$ cat src/rtl/key_pulse_gen_pkg.sv
// Shared definitions for the key input conditioning stage: button FSM
// state encoding and the default debounce window used by the top level
// and the benches.
package key_pulse_gen_pkg;

   // Button FSM states; the encoding is fixed so debug tools can decode it.
   typedef enum logic [1:0] {
      RELEASED     = 2'd0,
      PRESS_PEND   = 2'd1,
      PRESSED      = 2'd2,
      RELEASE_PEND = 2'd3
   } key_state_e;

   // 10 ms at 50 MHz.
   localparam int DEBOUNCE_CYCLES_DEF = 500000;
   localparam int CNT_W_DEF           = 19;

   // A button counts as held once a press has been accepted and until its
   // release has been confirmed.
   function automatic logic state_is_held(input key_state_e state);
      return (state == PRESSED) || (state == RELEASE_PEND);
   endfunction

endpackage

$ cat src/rtl/key_pulse_gen_key_debounce.sv
// Single-button conditioner: two-flop synchronizer, stability counter and
// a four-state FSM. Emits a one-cycle accept strobe per debounced press
// and the debounced pressed level.
import key_pulse_gen_pkg::*;

module key_debounce #(
   parameter int DEBOUNCE_CYCLES = DEBOUNCE_CYCLES_DEF,
   parameter int CNT_W           = CNT_W_DEF
) (
   input  logic clk,
   input  logic resetn,
   input  logic key_n,
   output logic accept,
   output logic held
);

   localparam logic [CNT_W-1:0] CNT_ZERO = {CNT_W{1'b0}};
   localparam logic [CNT_W-1:0] CNT_ONE  = {{(CNT_W-1){1'b0}}, 1'b1};
   // Last count of the stability window; the counter never goes past it.
   localparam logic [CNT_W-1:0] CNT_LAST = CNT_W'(DEBOUNCE_CYCLES - 1);

   logic             sync1_r;
   logic             sync2_r;
   logic             pressed_s;
   key_state_e       state_r;
   key_state_e       state_nxt_s;
   logic [CNT_W-1:0] cnt_r;
   logic [CNT_W-1:0] cnt_nxt_s;
   logic             accept_r;
   logic             accept_nxt_s;
   logic             held_r;

   // Bring the asynchronous button level into the clk domain; idle is unpressed.
   always_ff @(posedge clk) begin
      if (resetn) begin
         sync1_r <= 1'b1;
         sync2_r <= 1'b1;
      end else begin
         sync1_r <= key_n;
         sync2_r <= sync1_r;
      end
   end

   assign pressed_s = ~sync2_r;

   // Next state, counter update and accept strobe for the debounce FSM.
   always_comb begin
      state_nxt_s  = state_r;
      cnt_nxt_s    = cnt_r;
      accept_nxt_s = 1'b0;
      case (state_r)
         RELEASED: begin
            if (pressed_s) begin
               cnt_nxt_s   = CNT_ONE;
               state_nxt_s = PRESS_PEND;
            end else begin
               state_nxt_s = RELEASED;
            end
         end
         PRESS_PEND: begin
            if (!pressed_s) begin
               cnt_nxt_s   = CNT_ZERO;
               state_nxt_s = RELEASED;
            end else if (cnt_r == CNT_LAST) begin
               state_nxt_s  = PRESSED;
               accept_nxt_s = 1'b1;
            end else begin
               cnt_nxt_s = cnt_r + CNT_ONE;
            end
         end
         PRESSED: begin
            // No auto-repeat: staying pressed produces nothing further.
            if (!pressed_s) begin
               cnt_nxt_s   = CNT_ONE;
               state_nxt_s = RELEASE_PEND;
            end else begin
               state_nxt_s = PRESSED;
            end
         end
         RELEASE_PEND: begin
            if (pressed_s) begin
               cnt_nxt_s   = CNT_ZERO;
               state_nxt_s = PRESSED;
            end else if (cnt_r == CNT_LAST) begin
               state_nxt_s = RELEASED;
            end else begin
               cnt_nxt_s = cnt_r + CNT_ONE;
            end
         end
         default: begin
            cnt_nxt_s   = CNT_ZERO;
            state_nxt_s = RELEASED;
         end
      endcase
   end

   // FSM state, counter and registered strobe/held outputs; reset drops any press in flight.
   always_ff @(posedge clk) begin
      if (resetn) begin
         state_r  <= RELEASED;
         cnt_r    <= CNT_ZERO;
         accept_r <= 1'b0;
         held_r   <= 1'b0;
      end else begin
         state_r  <= state_nxt_s;
         cnt_r    <= cnt_nxt_s;
         accept_r <= accept_nxt_s;
         held_r   <= state_is_held(state_nxt_s);
      end
   end

   assign accept = accept_r;
   assign held   = held_r;

endmodule

$ cat src/rtl/key_pulse_gen.sv
// Per-player key conditioning: debounces the left and right buttons and
// turns accepted presses into single-cycle left/right pulses, reporting
// simultaneous presses as a collision and muting everything while the
// game is not running.
import key_pulse_gen_pkg::*;

module key_pulse_gen #(
   parameter int DEBOUNCE_CYCLES = DEBOUNCE_CYCLES_DEF,  // must be >= 2
   parameter int CNT_W           = CNT_W_DEF             // 2**CNT_W > DEBOUNCE_CYCLES
) (
   input  logic       clk,
   input  logic       resetn,
   input  logic       enable,
   input  logic       key_left_n,
   input  logic       key_right_n,
   output logic       left,
   output logic       right,
   output logic       collide,
   output logic [1:0] held
);

   logic accept_left_s;
   logic accept_right_s;
   logic held_left_s;
   logic held_right_s;
   logic left_r;
   logic right_r;
   logic collide_r;

   key_debounce #(
      .DEBOUNCE_CYCLES (DEBOUNCE_CYCLES),
      .CNT_W           (CNT_W)
   ) u_left (
      .clk    (clk),
      .resetn (resetn),
      .key_n  (key_left_n),
      .accept (accept_left_s),
      .held   (held_left_s)
   );

   key_debounce #(
      .DEBOUNCE_CYCLES (DEBOUNCE_CYCLES),
      .CNT_W           (CNT_W)
   ) u_right (
      .clk    (clk),
      .resetn (resetn),
      .key_n  (key_right_n),
      .accept (accept_right_s),
      .held   (held_right_s)
   );

   // Arbitrate accept strobes into exclusive pulses; while disabled the strobes are dropped.
   always_ff @(posedge clk) begin
      if (resetn) begin
         left_r    <= 1'b0;
         right_r   <= 1'b0;
         collide_r <= 1'b0;
      end else if (!enable) begin
         left_r    <= 1'b0;
         right_r   <= 1'b0;
         collide_r <= 1'b0;
      end else begin
         case ({accept_right_s, accept_left_s})
            2'b01: begin
               left_r    <= 1'b1;
               right_r   <= 1'b0;
               collide_r <= 1'b0;
            end
            2'b10: begin
               left_r    <= 1'b0;
               right_r   <= 1'b1;
               collide_r <= 1'b0;
            end
            2'b11: begin
               left_r    <= 1'b0;
               right_r   <= 1'b0;
               collide_r <= 1'b1;
            end
            default: begin
               left_r    <= 1'b0;
               right_r   <= 1'b0;
               collide_r <= 1'b0;
            end
         endcase
      end
   end

   assign left    = left_r;
   assign right   = right_r;
   assign collide = collide_r;
   assign held    = {held_right_s, held_left_s};

endmodule

$ cat config.mk
export PLATFORM = sky130hd
export DESIGN_NAME = key_pulse_gen
export DESIGN_NICKNAME = d
export VERILOG_FILES = /design/src/rtl/key_pulse_gen_pkg.sv /design/src/rtl/key_pulse_gen_key_debounce.sv /design/src/rtl/key_pulse_gen.sv
export SDC_FILE = /design/constraint.sdc
export NUM_CORES = 1
export LEC_CHECK = 0
export CAP_MARGIN = 20
export CORE_UTILIZATION = 30
export DETAILED_ROUTE_END_ITERATION = 10
export MAX_ROUTING_LAYER = met4
export PLACE_DENSITY_LB_ADDON = 0.15
export SLEW_MARGIN = 20
export SYNTH_ARGS = -nofsm -noshare
export SYNTH_HDL_FRONTEND = slang
export SYNTH_SLANG_ARGS = --single-unit
$ cat constraint.sdc
create_clock -name clk -period 1.88 [get_ports clk]
set_input_delay 0.376 -clock clk [delete_from_list [all_inputs] [get_ports clk]]
set_output_delay 0.376 -clock clk [all_outputs]
set_load 0.1 [all_outputs]
After elaboration in Yosys (flattened, before gate mapping). Cells that the tools add are included. W data, S select, Z words.

Add/sub/neg operators: 2. Equal/unequal tests: 19. Mux-type cells: 31. Bitwise logic cells: 3. Reduce and logical (&&, ||, !) cells: 9.

Operators with widths (number): $mux W19 (10); $pmux W19 S4 (2); $add A19 B1 Y19 const B (2); $eq A19 B19 Y1 const B (2); $eq A2 B2 Y1 const B (10); $mux W2 (8); $pmux W2 S4 (2); $mux W1 (9); $eq A2 B1 Y1 const B (3); $reduce_or A3 Y1 (2); $logic_not A2 Y1 (2); $ne A2 B1 Y1 const B (2); $ne A2 B2 Y1 const B (2); $reduce_and A2 Y1 (2); $not A1 Y1 (3); $logic_or A1 B1 Y1 (2); $reduce_or A2 Y1 (1).

Register bits: 53. Input port bits: 5. Output and inout port bits: 5. Logic and storage cells: 79.

Longest topological paths before layout.
Word-level depth: 6. Mapped depth: 7.

Modules after synthesis. From an unflattened synthesis, not the netlist that was laid out.

Cells, all modules: 318. Area total of the unflattened synthesis: 2768.9 µm².

By module, submodules not included: key_debounce (instances 2, cells each 155, area an instance 1328.8 µm²); key_pulse_gen (instances 1, cells each 8, area an instance 111.4 µm²).

Least setup slack after synthesis. No wires, ideal clock.

Path kind: reg2reg. Start point: register u_right.cnt_r[14]. End point: register u_right.cnt_r[7]. Setup time: 0.059 ns. Data arrival time: 1.692 ns. Data required time: 1.821 ns. Setup slack: 0.130 ns. Cell stages (with the launch flop): 6. Buffers on the path: 0. Period minus slack after synthesis: 1.750 ns. Cell sequence: dfxtp_1 or4_4 nor4_4 a21boi_2 a211oi_2 a31o_1.

Longest elaborated chain between the ends: 4.

RTL lines: start, declared (line key_pulse_gen_key_debounce.sv:27) `logic [CNT_W-1:0] cnt_r;`; start signal, assigned (line key_pulse_gen_key_debounce.sv:106) `cnt_r <= cnt_nxt_s;`; $eq A19 B19 Y1 * (line key_pulse_gen_key_debounce.sv:64, key_pulse_gen_key_debounce.sv:84); $mux W19 *; $mux W19, on equally long branches; $pmux W19 S4 *.

Mark *: on every way between the ends. The rest lies on a longest branch, timed or not. A chain may end at the register's enable or synchronous reset.

Worst setup path in the final report.
Start point: register u_right.cnt_r[5]. End point: register u_right.state_r[1].

Longest elaborated chain between the ends: 4.

RTL lines: $eq A19 B19 Y1 * (line key_pulse_gen_key_debounce.sv:64, key_pulse_gen_key_debounce.sv:84); $mux W2, on equally long branches (line key_pulse_gen_key_debounce.sv:84, key_pulse_gen_key_debounce.sv:64); $mux W2, on equally long branches (line key_pulse_gen_key_debounce.sv:81, key_pulse_gen_key_debounce.sv:61); $pmux W2 S4 * (line key_pulse_gen_key_debounce.sv:51) `case (state_r)`; end signal, assigned (line key_pulse_gen_key_debounce.sv:105) `state_r <= state_nxt_s;`; end, declared (line key_pulse_gen_key_debounce.sv:25) `key_state_e state_r;`.

Marks and branches as above.

==> impl_metrics.yaml <==
run_status:
  run_status: "completed"
power:
  power_density_mw_per_mm2: 616
  seqPwrFrac_pct: 62.6
  leakagePower_nw: 1.08
  intPower_w: 0.00141
  net_switching_power_w: 0.000409
  power.share.combinational_pct: 4.3
  finalPower_w: 0.00182
  power.switching_fraction_pct: 22.4
  maximum_ir_drop_on_the_vdd_rail_mv: 0.327
  clockPowerShare_pct: 33.1
finish:
  final_net_count: 331
  flow.area_growth_from_synthesis_pct: 15.3
  num_antenna_cells: 0
  layout.cells.most_common: "sky130_fd_sc_hd__dfxtp_1"
  multi_input_area_sq_mm: 0.00144
  finish.cell_count_without_fillers: 428
  drive_above_1_share_pct: 15.2
  layout.cells.most_common_list: "sky130_fd_sc_hd__dfxtp_1, sky130_fd_sc_hd__nor2_1, sky130_fd_sc_hd__buf_4"
  layout.area.seq_sq_mm: 0.00106
  num-fill-cells: 876
clock_tree:
  cts_hold_buf: 0
  clkTransAtPathRegs_ps: 90
  cts_setup_buffers: 0
  htree_num_levels: 2
  cts_made_buffers: 5
  clock-root-buffer: "sky130_fd_sc_hd__clkbuf_8"
  max-clock-path-buffers: 2
  cts_tree: "done"
  clock_sink_count: 53
  clk-insertion-delay-late_ps: 300
floorplanning:
  design.die.area_sq_mm: 0.00892
  io_pins: 10
  floorplan_die_width_um: 94.4
  initial_core_utilization_pct: 31.0
  die_h_um: 94.4
  core.rowCount: 33
  coreArea_sq_mm: 0.00826
drt:
  avgRoutedWirePerCell_um: 13.0
  first_iter_violations: 59
  detail_route.wirelength_um: 5570
  dr_wl_met2_um: 2660
  routed_via_density: 5.04
  via_count: 2159
  top_signal_layer_used: "met4"
  routed-wl-met3_um: 89
  drc_errors: 0
  drt_first_pass_iters: 4
  detail_route.wirelength.met1_um: 2800
  detail-route-antenna-nets: 0
timing:
  worstMarginPinSlew_ps: 392
  final_hold_viol_count: 0
  finalSetupViolations: 0
  max_clock_freq_mhz: 578
  skew_ps: 7.88
  final_period_minus_worst_setup_slack_ps: 1730
  period_share_pct: 92.0
  max-slew-margin-rel_pct: 73.7
  drv_slew: 0
  tns_ps: 0
  hold-worst-slack_ps: 415
  grt_setup_unrepaired: "false"
global_routing:
  antenna_found_initial: 0
  grt_start_max_net_pins: 19
  first_global_vias: 1962
  grt_first_pass_wirelength_um: 9520
  grt-ovfl-total: 0
  grt_util_all_layers_pct: 13.7
place:
  placed_cells: 422
  finalWeightedCongestion: 0.816
  dp_hpwl_um: 4060
  io_buffer_count: 9
critical_path:
  worstRegToRegCells: 5
  rr_startpoint: "u_right.cnt_r[5]"
  critical_path.startpoint_type: "flop"
  rr_endpoint: "u_right.state_r[1]"
  required_ps: 2110
  critical_setup_path_class: "flop to flop"
  critical_path_endpoint_category: "flop"
  critPathArrivalTime_ps: 1960
  worstPathMaxFanout: 4
  rrSetupSlack_ps: 150
synth:
  post_synth_num_cell_types: 43
  synthFlopType: "sky130_fd_sc_hd__dfxtp_1"
  postSynthRegisterBits: 53
  mappedNetlistArea_sq_mm: 0.00256
  yosysWarningCount: 0
  post_synth_inst_count: 299
  synthDominantAreaCellType: "sky130_fd_sc_hd__dfxtp_1"
  synth_enable_flop_cells: 0
  asyncSetResetFlopFracSynth_pct: 0
  avgSynthCellArea_sq_um: 8.57
  post_synthesis_net_count: 306
  share_of_the_synthesized_area_in_the_top_cell_type_pct: 41.4
  ys_seq_area_share_pct: 41.4
  synth_top_cells_by_area: "sky130_fd_sc_hd__dfxtp_1, sky130_fd_sc_hd__nor2_1, sky130_fd_sc_hd__xnor2_1"
worst_hold_path:
  min_to: "u_left.sync2_r"
  origin_of_the_worst_min_delay_path: "u_left.sync1_r"
  min_delay_path_depth: 1
  min-delay-path-class: "flop to flop"
flow_run:
  max_cap_violations: 0
-- per-stage QoR --
| step | setup WS [ps] | utilization, % | area (sq um) |
|---|---|---|---|
| floorplan | 130 | - | 2560 |
| global route | 25.3 | 35.8 | 2960 |
| global placement | 60.7 | 34.8 | 2880 |
| detailed placement | 60.3 | 34.8 | 2880 |
| finish | 151 | 35.8 | 2960 |
| CTS | 27.7 | 35.7 | 2950 |
-- sequential cells by signal, summed over array words and instances (netlist names) --
register	flops
u_right.state_r	2
u_left.state_r	2
u_left.cnt_r	19
u_right.sync1_r	1
u_left.sync1_r	1
left	1
u_left.sync2_r	1
u_right.accept	1
u_left.held	1
u_right.sync2_r	1
u_right.cnt_r	19
u_left.accept	1
collide	1
right	1
u_right.held	1
-- Yosys cell counts, types with 2 or more instances --
cell type                  count
sky130_fd_sc_hd__nand4_1      14
sky130_fd_sc_hd__xnor2_1      13
sky130_fd_sc_hd__nand3_1      21
sky130_fd_sc_hd__and2_1        3
sky130_fd_sc_hd__nor3b_1       3
sky130_fd_sc_hd__and4b_1       2
sky130_fd_sc_hd__o21bai_1      4
sky130_fd_sc_hd__clkbuf_1      8
sky130_fd_sc_hd__or3_1         5
sky130_fd_sc_hd__ha_1          2
sky130_fd_sc_hd__and4_1        6
sky130_fd_sc_hd__o21ai_0       7
sky130_fd_sc_hd__nand4b_1      2
sky130_fd_sc_hd__nor4_1        4
sky130_fd_sc_hd__xor2_1       11
sky130_fd_sc_hd__nor2_1       38
sky130_fd_sc_hd__nand3b_1      2
sky130_fd_sc_hd__and3_1       16
sky130_fd_sc_hd__buf_4         2
sky130_fd_sc_hd__a31oi_1       9
sky130_fd_sc_hd__nor4_4        2
sky130_fd_sc_hd__nor3_1        5
sky130_fd_sc_hd__a21oi_1      20
sky130_fd_sc_hd__or2_2         5
sky130_fd_sc_hd__mux2i_1       2
sky130_fd_sc_hd__dfxtp_1      53
sky130_fd_sc_hd__inv_1         2
sky130_fd_sc_hd__nor4bb_1      4
sky130_fd_sc_hd__nand2_1      20
-- kinds of logic (layout without fill, tap and decap cells) --
kind of cell | Yosys count | count (layout) | share of synthesized area (%)
multiplexers | 3 | 3 | 1.22
adder cells (fa/ha/maj) | 2 | 2 | 0.976
XOR/XNOR | 24 | 24 | 8.20
flip-flops | 53 | 53 | 41.4
buffers and inverters | 15 | 39 | 2.73
AND/OR/NAND/NOR | 157 | 157 | 35.0
AO/OA/AOI/OAI | 45 | 45 | 10.5
-- worst max-delay path: stages, from the launching register on --
cell and delay [ps]:
sky130_fd_sc_hd__dfxtp_1 350, sky130_fd_sc_hd__or4_4 550, sky130_fd_sc_hd__nor2_2 150, sky130_fd_sc_hd__nand4_1 150, sky130_fd_sc_hd__or2_2 320, sky130_fd_sc_hd__a21oi_1 140
-- how the worst max path moves through the flow --
| stage | start | end | slack [ps] | depth (start not counted) |
|---|---|---|---|---|
| 2_1_floorplan | u_right.cnt_r[14] | u_right.cnt_r[7] | 130 | 5 |
| 6_report | u_right.cnt_r[5] | u_right.state_r[1] | 150 | 5 |
| 3_5_place_dp | u_right.cnt_r[5] | u_right.cnt_r[7] | 60 | 5 |
| 5_1_grt | u_right.cnt_r[5] | u_right.state_r[1] | 30 | 5 |
| 3_3_place_gp | u_right.cnt_r[5] | u_right.cnt_r[7] | 60 | 5 |
| 4_1_cts | u_right.cnt_r[5] | u_right.cnt_r[7] | 30 | 5 |
-- area by class of cell --
type | count | area share [%]
multi-input combinational | 231 | 48.7
sequential | 53 | 35.9
timing repair buffer | 31 | 8.21
tap | 105 | 4.44
clock buffer | 5 | 2.33
inverter | 2 | 0.254
clock inverter | 1 | 0.169
-- routing by layer --
metal	vias to the layer above	GRT usage (%)
met5	-	-
met4	0	1.92
met3	2	2.66
met2	12	22.9
met1	1010	17.3
li1	1135	-
-- what timing repair did --
action	4_1_cts	5_1_grt
endpoints found under the hold margin	0	0
resized for setup	0	2
setup endpoints to repair	0	3
-- power by group through the flow --
stage	Clock, W	Sequential, W	Combinational (W)
detailed placement	0	0.00117	0.0000790
CTS	0.000639	0.00114	0.0000798
finish	0.000603	0.00114	0.0000781
global route	0.000681	0.00114	0.0000864
global placement	0	0.00117	0.0000788
floorplan	0	0.00116	0.0000443
No activity file was read; power rests on OpenSTA's default activity.
